[src/rtl/joy_serializer.sv]
// Serial joystick responder: captures two DB9 ports and replays them as a 16-bit
// frame to an external joy_clk/joy_load_n master. All logic runs on the system clock.
module joy_serializer #(
  parameter int DEBOUNCE = 28000,
  parameter int DBW      = 15
) (
  input  logic       clk,
  input  logic       reset,
  input  logic [7:0] joy1_n,
  input  logic [7:0] joy2_n,
  input  logic       joy_clk,
  input  logic       joy_load_n,
  output logic       joy_data,
  output logic       frame_done
);

  localparam logic [DBW-1:0] DB_LAST = DBW'(DEBOUNCE - 1);

  logic [15:0]    btn_m;
  logic [15:0]    btn_s;
  logic [1:0]     clk_sync;
  logic [1:0]     load_sync;
  logic           clk_s;
  logic           load_s;
  logic           clk_p;
  logic [15:0]    acc;
  logic [DBW-1:0] cnt [16];
  logic [15:0]    load_word;
  logic [15:0]    sr;
  logic [4:0]     bitcnt;

  assign clk_s  = clk_sync[1];
  assign load_s = load_sync[1];

  // Button lines are held as {joy2_n, joy1_n}; released levels are 1.
  always_ff @(posedge clk) begin
    // NOTE: sequential state uses <= so every register samples pre-edge values.
    if (reset) begin
      btn_m     <= '1;
      btn_s     <= '1;
      clk_sync  <= '0;
      load_sync <= '1;
      clk_p     <= 1'b0;
    end else begin
      btn_m     <= {joy2_n, joy1_n};
      btn_s     <= btn_m;
      clk_sync  <= {clk_sync[0], joy_clk};
      load_sync <= {load_sync[0], joy_load_n};
      clk_p     <= clk_s;
    end
  end

  // A line is accepted only after DEBOUNCE consecutive cycles away from acc.
  always_ff @(posedge clk) begin
    if (reset) begin
      acc <= '1;
      // NOTE: cnt is a small register array, not a RAM, so resetting it is cheap and keeps acceptance deterministic.
      for (int i = 0; i < 16; i++) cnt[i] <= '0;
    end else begin
      for (int i = 0; i < 16; i++) begin
        if (DEBOUNCE == 0) begin
          acc[i] <= btn_s[i];
          cnt[i] <= '0;
        end else if (btn_s[i] == acc[i]) begin
          cnt[i] <= '0;
        end else if (cnt[i] == DB_LAST) begin
          acc[i] <= btn_s[i];
          cnt[i] <= '0;
        end else begin
          cnt[i] <= cnt[i] + 1'b1;
        end
      end
    end
  end

  // j1 up lands in sr[15] and j2 start in sr[0]: the frame is acc bit-reversed.
  always_comb begin
    // NOTE: default first so no path leaves load_word unassigned and infers a latch.
    load_word = '1;
    for (int i = 0; i < 16; i++) load_word[15-i] = acc[i];
  end

  always_ff @(posedge clk) begin
    if (reset) begin
      sr         <= '1;
      bitcnt     <= 5'd16;
      frame_done <= 1'b0;
    end else begin
      frame_done <= 1'b0;
      if (!load_s) begin
        sr     <= load_word;
        bitcnt <= '0;
      end else if (clk_s && !clk_p) begin
        sr <= {sr[14:0], 1'b1};
        if (bitcnt != 5'd16) bitcnt <= bitcnt + 1'b1;
        if (bitcnt == 5'd15) frame_done <= 1'b1;
      end
    end
  end

  assign joy_data = sr[15];

endmodule
[config.mk]
export PLATFORM = sky130hd
export DESIGN_NAME = joy_serializer
export DESIGN_NICKNAME = d
export VERILOG_FILES = /design/src/rtl/joy_serializer.sv
export SDC_FILE = /design/constraint.sdc
export NUM_CORES = 1
export LEC_CHECK = 0
export ABC_AREA = 1
export BUFFER_PORTS_ARGS = -buffer_cell sky130_fd_sc_hd__buf_2
export CELL_PAD_IN_SITES_DETAIL_PLACEMENT = 0
export CELL_PAD_IN_SITES_GLOBAL_PLACEMENT = 1
export CORE_MARGIN = 2
export CORE_UTILIZATION = 49
export CTS_CLUSTER_DIAMETER = 30
export DETAILED_ROUTE_END_ITERATION = 7
export PLACE_DENSITY_LB_ADDON = 0.1
export SLEW_MARGIN = 20
export SYNTH_ARGS = -nofsm -noshare
export SYNTH_HDL_FRONTEND = slang
export SYNTH_SLANG_ARGS = --single-unit
[constraint.sdc]
create_clock -name clk -period 2.19 [get_ports clk]
set_clock_uncertainty 0.15 [all_clocks]
set_input_delay 0.438 -clock clk [delete_from_list [all_inputs] [get_ports clk]]
set_output_delay 0.438 -clock clk [all_outputs]
set_load 0.05 [all_outputs]
==> results of run 1 <==
[cell usage in the layout (no fill, tap or decap), types with 4 or more instances in the layout]
master	n
clkinv_1	5
conb_1	240
nor2_1	318
xor2_1	38
a21oi_1	90
inv_6	4
bufinv_16	14
nor2_2	49
clkbuf_8	7
dfxtp_1	75
o21ai_0	13
nand3_2	7
inv_2	6
nand3b_1	12
or2_2	54
ha_1	19
dlygate4sd3_1	18
o211ai_1	16
clkbuf_1	10
nand2_2	18
buf_2	21
clkinv_4	6
xnor2_1	36
nor2_4	10
clkinv_2	15
inv_1	197
a21oi_2	12
edfxtp_1	240
nand4_1	74
nand2_1	453
nand3_1	232
clkbuf_16	82
clkinvlp_4	5
[cell type report]
class	count	area [um2]	area share, %
multi-input cells	1701	8160	38.1
inverters	204	771	3.60
clock buffers	99	2190	10.2
well taps	455	569	2.66
clock inverters	48	631	2.95
flip-flops and latches	315	8710	40.7
repair buffers	45	368	1.72
[power breakdown]
group | internal, mW | leakage, nW | switching [mW] | total (mW)
Combinational | 0.260 | 4.32 | 0.423 | 0.683
Clock | 8.66 | 1.38 | 3.50 | 12.2
Sequential | 6.70 | 3.09 | 0.224 | 6.92
Total | 15.6 | 8.79 | 4.14 | 19.8
[state kept, by name, summed over array words and instances (netlist names)]
register / count
cnt: 240
btn_s: 16
load_sync: 2
frame_done: 1
acc: 16
clk_sync: 2
sr: 16
clk_p: 1
bitcnt: 5
btn_m: 16
[cell families after synthesis]
kind of cell	after synthesis	share of synthesized area [%]
AOI/OAI and AO/OA	136	4.55
xor gates and xnor gates	74	3.81
adders and majority gates	19	1.40
buffers and inverters	235	6.12
DFF	315	51.2
other	1	0.0220
and+or+nand+nor	1232	32.9
[tightest hold or removal path, cell delays in order]
cell      delay, ps
buf_2           130
clkinv_4        150
nand3_1          90
[through the flow]
stage	util, %	cell area (um2)	instances	total power, mW	setup WS (ps)
floorplan	-	17900	2251	7.50	577
finish	62.2	21400	2867	19.8	312
CTS	62.2	21400	2867	20.0	270
global route	62.2	21400	2867	20.5	95.9
detailed placement	53.5	18400	2702	7.66	237
global placement	53.5	18400	2702	7.65	267
[metal layers]
layer  up-vias  global-route usage (%)
li1       7148                       -
met1      6157                    25.0
met2       162                    31.5
met3        64                    3.88
met4         0                    7.27
met5         -                       0
[worst paths after layout]
kind | startpoint | to | cells past startpoint
max | cnt[0][30] | cnt[0][41] | 6
max reg2reg | cnt[0][30] | cnt[0][41] | 6
min | reset | sr[4] | 3
min reg2reg | clk_sync[0] | clk_sync[1] | 2
==> results.py, run 1 <==
metrics = {
    "global_routing": {
        "grt_pass1_vias": 13000,
        "antenna_found_initial": 0,
        "grt.overflow.total": 0,
        "track_usage_pct": 19.2,
        "grt_max_degree": 46,
        "grt_pass1_wl_mm": 58.1,
    },
    "sta": {
        "final.min_clock_period_ps": 1880,
        "fin_setup_tns_ps": 0,
        "min_period_over_period_pct": 85.8,
        "slew_violations": 0,
        "finalSetupViolations": 0,
        "fmax_mhz": 532,
        "finalHoldViolCount": 0,
        "whs_ps": 145,
        "rsz0062_at_grt": "false",
    },
    "clock_network": {
        "cts.htree.levels": 3,
        "clock_latency_ps": 580,
        "hold_buffers": 18,
        "tritoncts": "yes",
        "postCtsSetupBuffers": 0,
        "ctsRootBufferMaster": "clkbuf_16",
        "cts_resized": 0,
        "clk_pin_slew_ps": 40,
        "cts_made_buffers": 79,
        "cts_sinks": 315,
        "cts_max_path_buffers": 3,
    },
    "synthesis": {
        "synth.area.top_cells": "edfxtp_1 42%, nand2_1 10%, dfxtp_1 8.8%",
        "syn_area_um2": 17000,
        "ys_seq_area_share_pct": 51.2,
        "synth-edff-count": 240,
        "postSynthAreaPerCell_um2": 8.45,
        "synth_seq_cells": 315,
        "synth_top_area_share_pct": 42.4,
        "yosysUniqueCellTypes": 34,
        "synth.most_common_cell": "nand2_1",
        "yosys.area.top_type": "edfxtp_1",
        "synth.cells.most_frequent": "453 x nand2_1, 318 x nor2_1, 240 x edfxtp_1, 232 x nand3_1, 197 x inv_1",
        "syn-instance-count": 2012,
        "synth_warnings": 0,
        "postSynth.asyncResetShare_pct": 0,
        "synth_top_flop_cell": "edfxtp_1",
    },
    "setup_path": {
        "worst_path_max_delay_cell": "edfxtp_1",
        "critPathKind": "reg2reg",
        "crit_family": "simple AND/OR/NAND/NOR gates",
        "crit_chain": "ha_1 > nand3_2 > nor2_1 > nand2_1 > nand2_2 > nor2_1",
        "slowest_delay_ps": 380,
        "rrSetupSlack_ps": 310,
        "cp_max_fo": 13,
        "endpoint_kind": "flop",
        "path_buf_inv": 0,
        "cpMostUsedCell": "nor2_1",
        "crit_required_ps": 2350,
        "worstSetupStartpointType": "flop",
        "cp_data_arrival_time_ps": 2030,
    },
    "detailed_routing": {
        "via_per_inst": 4.72,
        "wl_met3_mm": 1.17,
        "drt_iter0_markers": 653,
        "drtPass1Iterations": 5,
        "routed.top_layer": "met4",
        "wl_met2_mm": 15.4,
        "detail-route-antenna-nets": 0,
        "wl_per_cell_um": 11.5,
        "drc": 0,
        "num_vias": 13500,
        "totalWireLength_mm": 33.0,
        "wl_met1_mm": 15.8,
    },
    "placement": {
        "portBuffers": 21,
        "place_hpwl_mm": 22.2,
        "gp_congestion": 0.787,
    },
    "job": {
        "maxCapViolations": 0,
    },
    "floorplan": {
        "die_width_um": 190,
        "fp.dieArea_um2": 36200,
        "start_util_pct": 49.5,
        "die_h_um": 190,
        "rows": 68,
        "io_pins": 22,
        "core-area_um2": 34400,
    },
    "power": {
        "power_leakage_nw": 8.79,
        "peakVddDrop_v": 0.00101,
        "powerDensity_nw_per_um2": 924,
    },
    "cells_and_area": {
        "fin_nets": 2385,
        "syn_to_final_growth_pct": 25.8,
        "antenna_cells": 0,
        "layout-drive-gt1-share_pct": 13.2,
        "fillCellCount": 2967,
    },
    "hold_path": {
        "hp-class": "in2reg",
    },
    "status": {
        "status": "finished, final reports clean",
    },
}
Note: power is estimated with default switching activity, not from simulation.
==> run 2: changes to the inputs <==
--- a/config.mk
+++ b/config.mk
@@ -6,14 +6,15 @@
 export NUM_CORES = 1
 export LEC_CHECK = 0
 export ABC_AREA = 1
-export BUFFER_PORTS_ARGS = -buffer_cell sky130_fd_sc_hd__buf_2
 export CELL_PAD_IN_SITES_DETAIL_PLACEMENT = 0
 export CELL_PAD_IN_SITES_GLOBAL_PLACEMENT = 1
 export CORE_MARGIN = 2
 export CORE_UTILIZATION = 49
 export CTS_CLUSTER_DIAMETER = 30
 export DETAILED_ROUTE_END_ITERATION = 7
+export DONT_BUFFER_PORTS = 1
 export PLACE_DENSITY_LB_ADDON = 0.1
+export RECOVER_POWER = 25
 export SLEW_MARGIN = 20
 export SYNTH_ARGS = -nofsm -noshare
 export SYNTH_HDL_FRONTEND = slang
==> results.py, run 2 (synthesized netlist as in run 1, its figures left out) <==
metrics = {
    "global_routing": {
        "grt_pass1_vias": 12600,
        "grt.overflow.total": 0,
        "grt_max_degree": 42,
        "track_usage_pct": 18.6,
        "antenna_found_initial": 0,
        "grt_pass1_wl_mm": 56.2,
    },
    "clock_network": {
        "cts_max_path_buffers": 3,
        "cts_sinks": 315,
        "tritoncts": "yes",
        "clock_latency_ps": 570,
        "cts_made_buffers": 81,
        "clk_pin_slew_ps": 40,
        "cts.htree.levels": 3,
        "ctsRootBufferMaster": "clkbuf_16",
        "postCtsSetupBuffers": 0,
    },
    "power": {
        "power.total_mw": 19.2,
        "powerDensity_nw_per_um2": 906,
        "peakVddDrop_v": 0.000711,
        "power_leakage_nw": 8.69,
    },
    "setup_path": {
        "cp_max_fo": 17,
        "crit_required_ps": 2470,
        "endpoint_kind": "flop",
        "worst_path_max_delay_cell": "nor2_4",
        "crit_family": "buffers and inverters",
        "cp_data_arrival_time_ps": 2250,
        "path_buf_inv": 2,
        "rr_endpoint": "sr[14]",
        "crit_chain": "inv_1 > nor2_4 > inv_1 > o211ai_1 > nand3_1",
        "cpMostUsedCell": "inv_1",
        "worstSetupStartpointType": "flop",
        "rrSetupSlack_ps": 220,
        "slowest_delay_ps": 420,
        "critPathKind": "reg2reg",
        "reg2reg_depth": 5,
        "r2r-start": "load_sync[1]",
    },
    "cells_and_area": {
        "fin_nets": 2367,
        "antenna_cells": 0,
        "final-instance-count-excl-fill": 2849,
        "regMostFlops": "cnt",
        "final_core_util_pct": 61.5,
        "layout-drive-gt1-share_pct": 12.0,
        "layout_common_cells": "454 x nand2_1, 323 x nor2_1, 240 x edfxtp_1, 240 x conb_1, 235 x nand3_1",
        "final_common_cell": "nand2_1",
        "stdcell_area_um2": 21100,
        "syn_to_final_growth_pct": 24.3,
        "largest_reg_flops": 240,
    },
    "placement": {
        "place_hpwl_mm": 21.5,
        "placed_cells": 2680,
        "postPlaceCellArea_um2": 18200,
        "gp_congestion": 0.775,
        "portBuffers": 0,
    },
    "hold_path": {
        "min_to": "clk_sync[1]",
        "hold_start": "reset",
        "hold_depth": 2,
        "hp-class": "in2reg",
    },
    "sta": {
        "finalHoldViolCount": 0,
        "final.min_clock_period_ps": 1970,
        "slew_violations": 0,
        "min_period_over_period_pct": 89.9,
        "slew_headroom_pct": 61.9,
        "rsz0062_at_grt": "false",
        "finalSetupViolations": 0,
        "worst_pin_slew_ps": 570,
        "fin_setup_tns_ps": 0,
        "fmax_mhz": 508,
    },
    "detailed_routing": {
        "drc": 0,
        "drt_iter0_markers": 526,
        "drtPass1Iterations": 5,
        "totalWireLength_mm": 32.3,
        "detail-route-antenna-nets": 0,
        "num_vias": 13400,
        "wl_per_cell_um": 11.3,
        "via_per_inst": 4.69,
    },
    "floorplan": {
        "start_util_pct": 49.5,
        "die_h_um": 190,
        "core-area_um2": 34400,
        "die_width_um": 190,
        "io_pins": 22,
        "fp.dieArea_um2": 36200,
        "rows": 68,
    },
    "status": {
        "status": "finished, final reports clean",
    },
    "job": {
        "maxCapViolations": 0,
    },
}
==> run 2: changes by cell type in the layout (fill, tap and decap cells not counted), moves of 5 or more <==
cell       delta
nor2_1        +5
bufinv_16     -9
nor2_2        -5
clkbuf_16     +6
buf_2        -21
==> run 2: how the worst max path moves through the flow <==
stage,from,endpoint,slack [ps],cells after the start
6_report,load_sync[1],sr[14],220,5
5_1_grt,load_sync[1],sr[14],60,5
4_1_cts,cnt[0][60],cnt[0][66],260,6
3_5_place_dp,cnt[0][60],cnt[0][71],280,6
3_3_place_gp,cnt[0][0],cnt[0][11],340,6
2_1_floorplan,cnt[0][105],cnt[0][111],580,7
==> run 2: layout make-up <==
class                   instances  area, um2
well taps                     455        569
clock buffers                 109       2360
flip-flops and latches        315       8710
fillers                      3063      13200
repair buffers                 25        248
multi-input cells            1701       8130
inverters                     204        771
clock inverters                40        363
==> run 2: per-layer routing <==
layer	vias to the layer above	track usage [%]	share of wire, %
met1	6000	24.6	48
met2	194	29.9	46
met3	59	4.05	3.7
li1	7107	-	-
met4	0	6.95	2.4
met5	-	0	0
==> run 2: what timing repair did <==
action / 4_1_cts / 5_1_grt
resized for setup: 0 / 0
hold endpoints to repair: 53 / 0
hold buffers: 20 / 0
==> run 2: power breakdown <==
| part | switching [mW] | internal, mW | leakage [nW] |
|---|---|---|---|
| clock network | 3.49 | 8.09 | 1.35 |
| registers | 0.224 | 6.70 | 3.09 |
| logic | 0.407 | 0.244 | 4.24 |
| total | 4.12 | 15.0 | 8.69 |
==> run 2: per-stage QoR <==
step	hold slack (ps)	worst slack (ps)
after floorplan	238	577
after global placement	243	339
after detailed placement	244	278
after CTS	5.48	260
after global routing	32.5	61.0
final	30.1	221
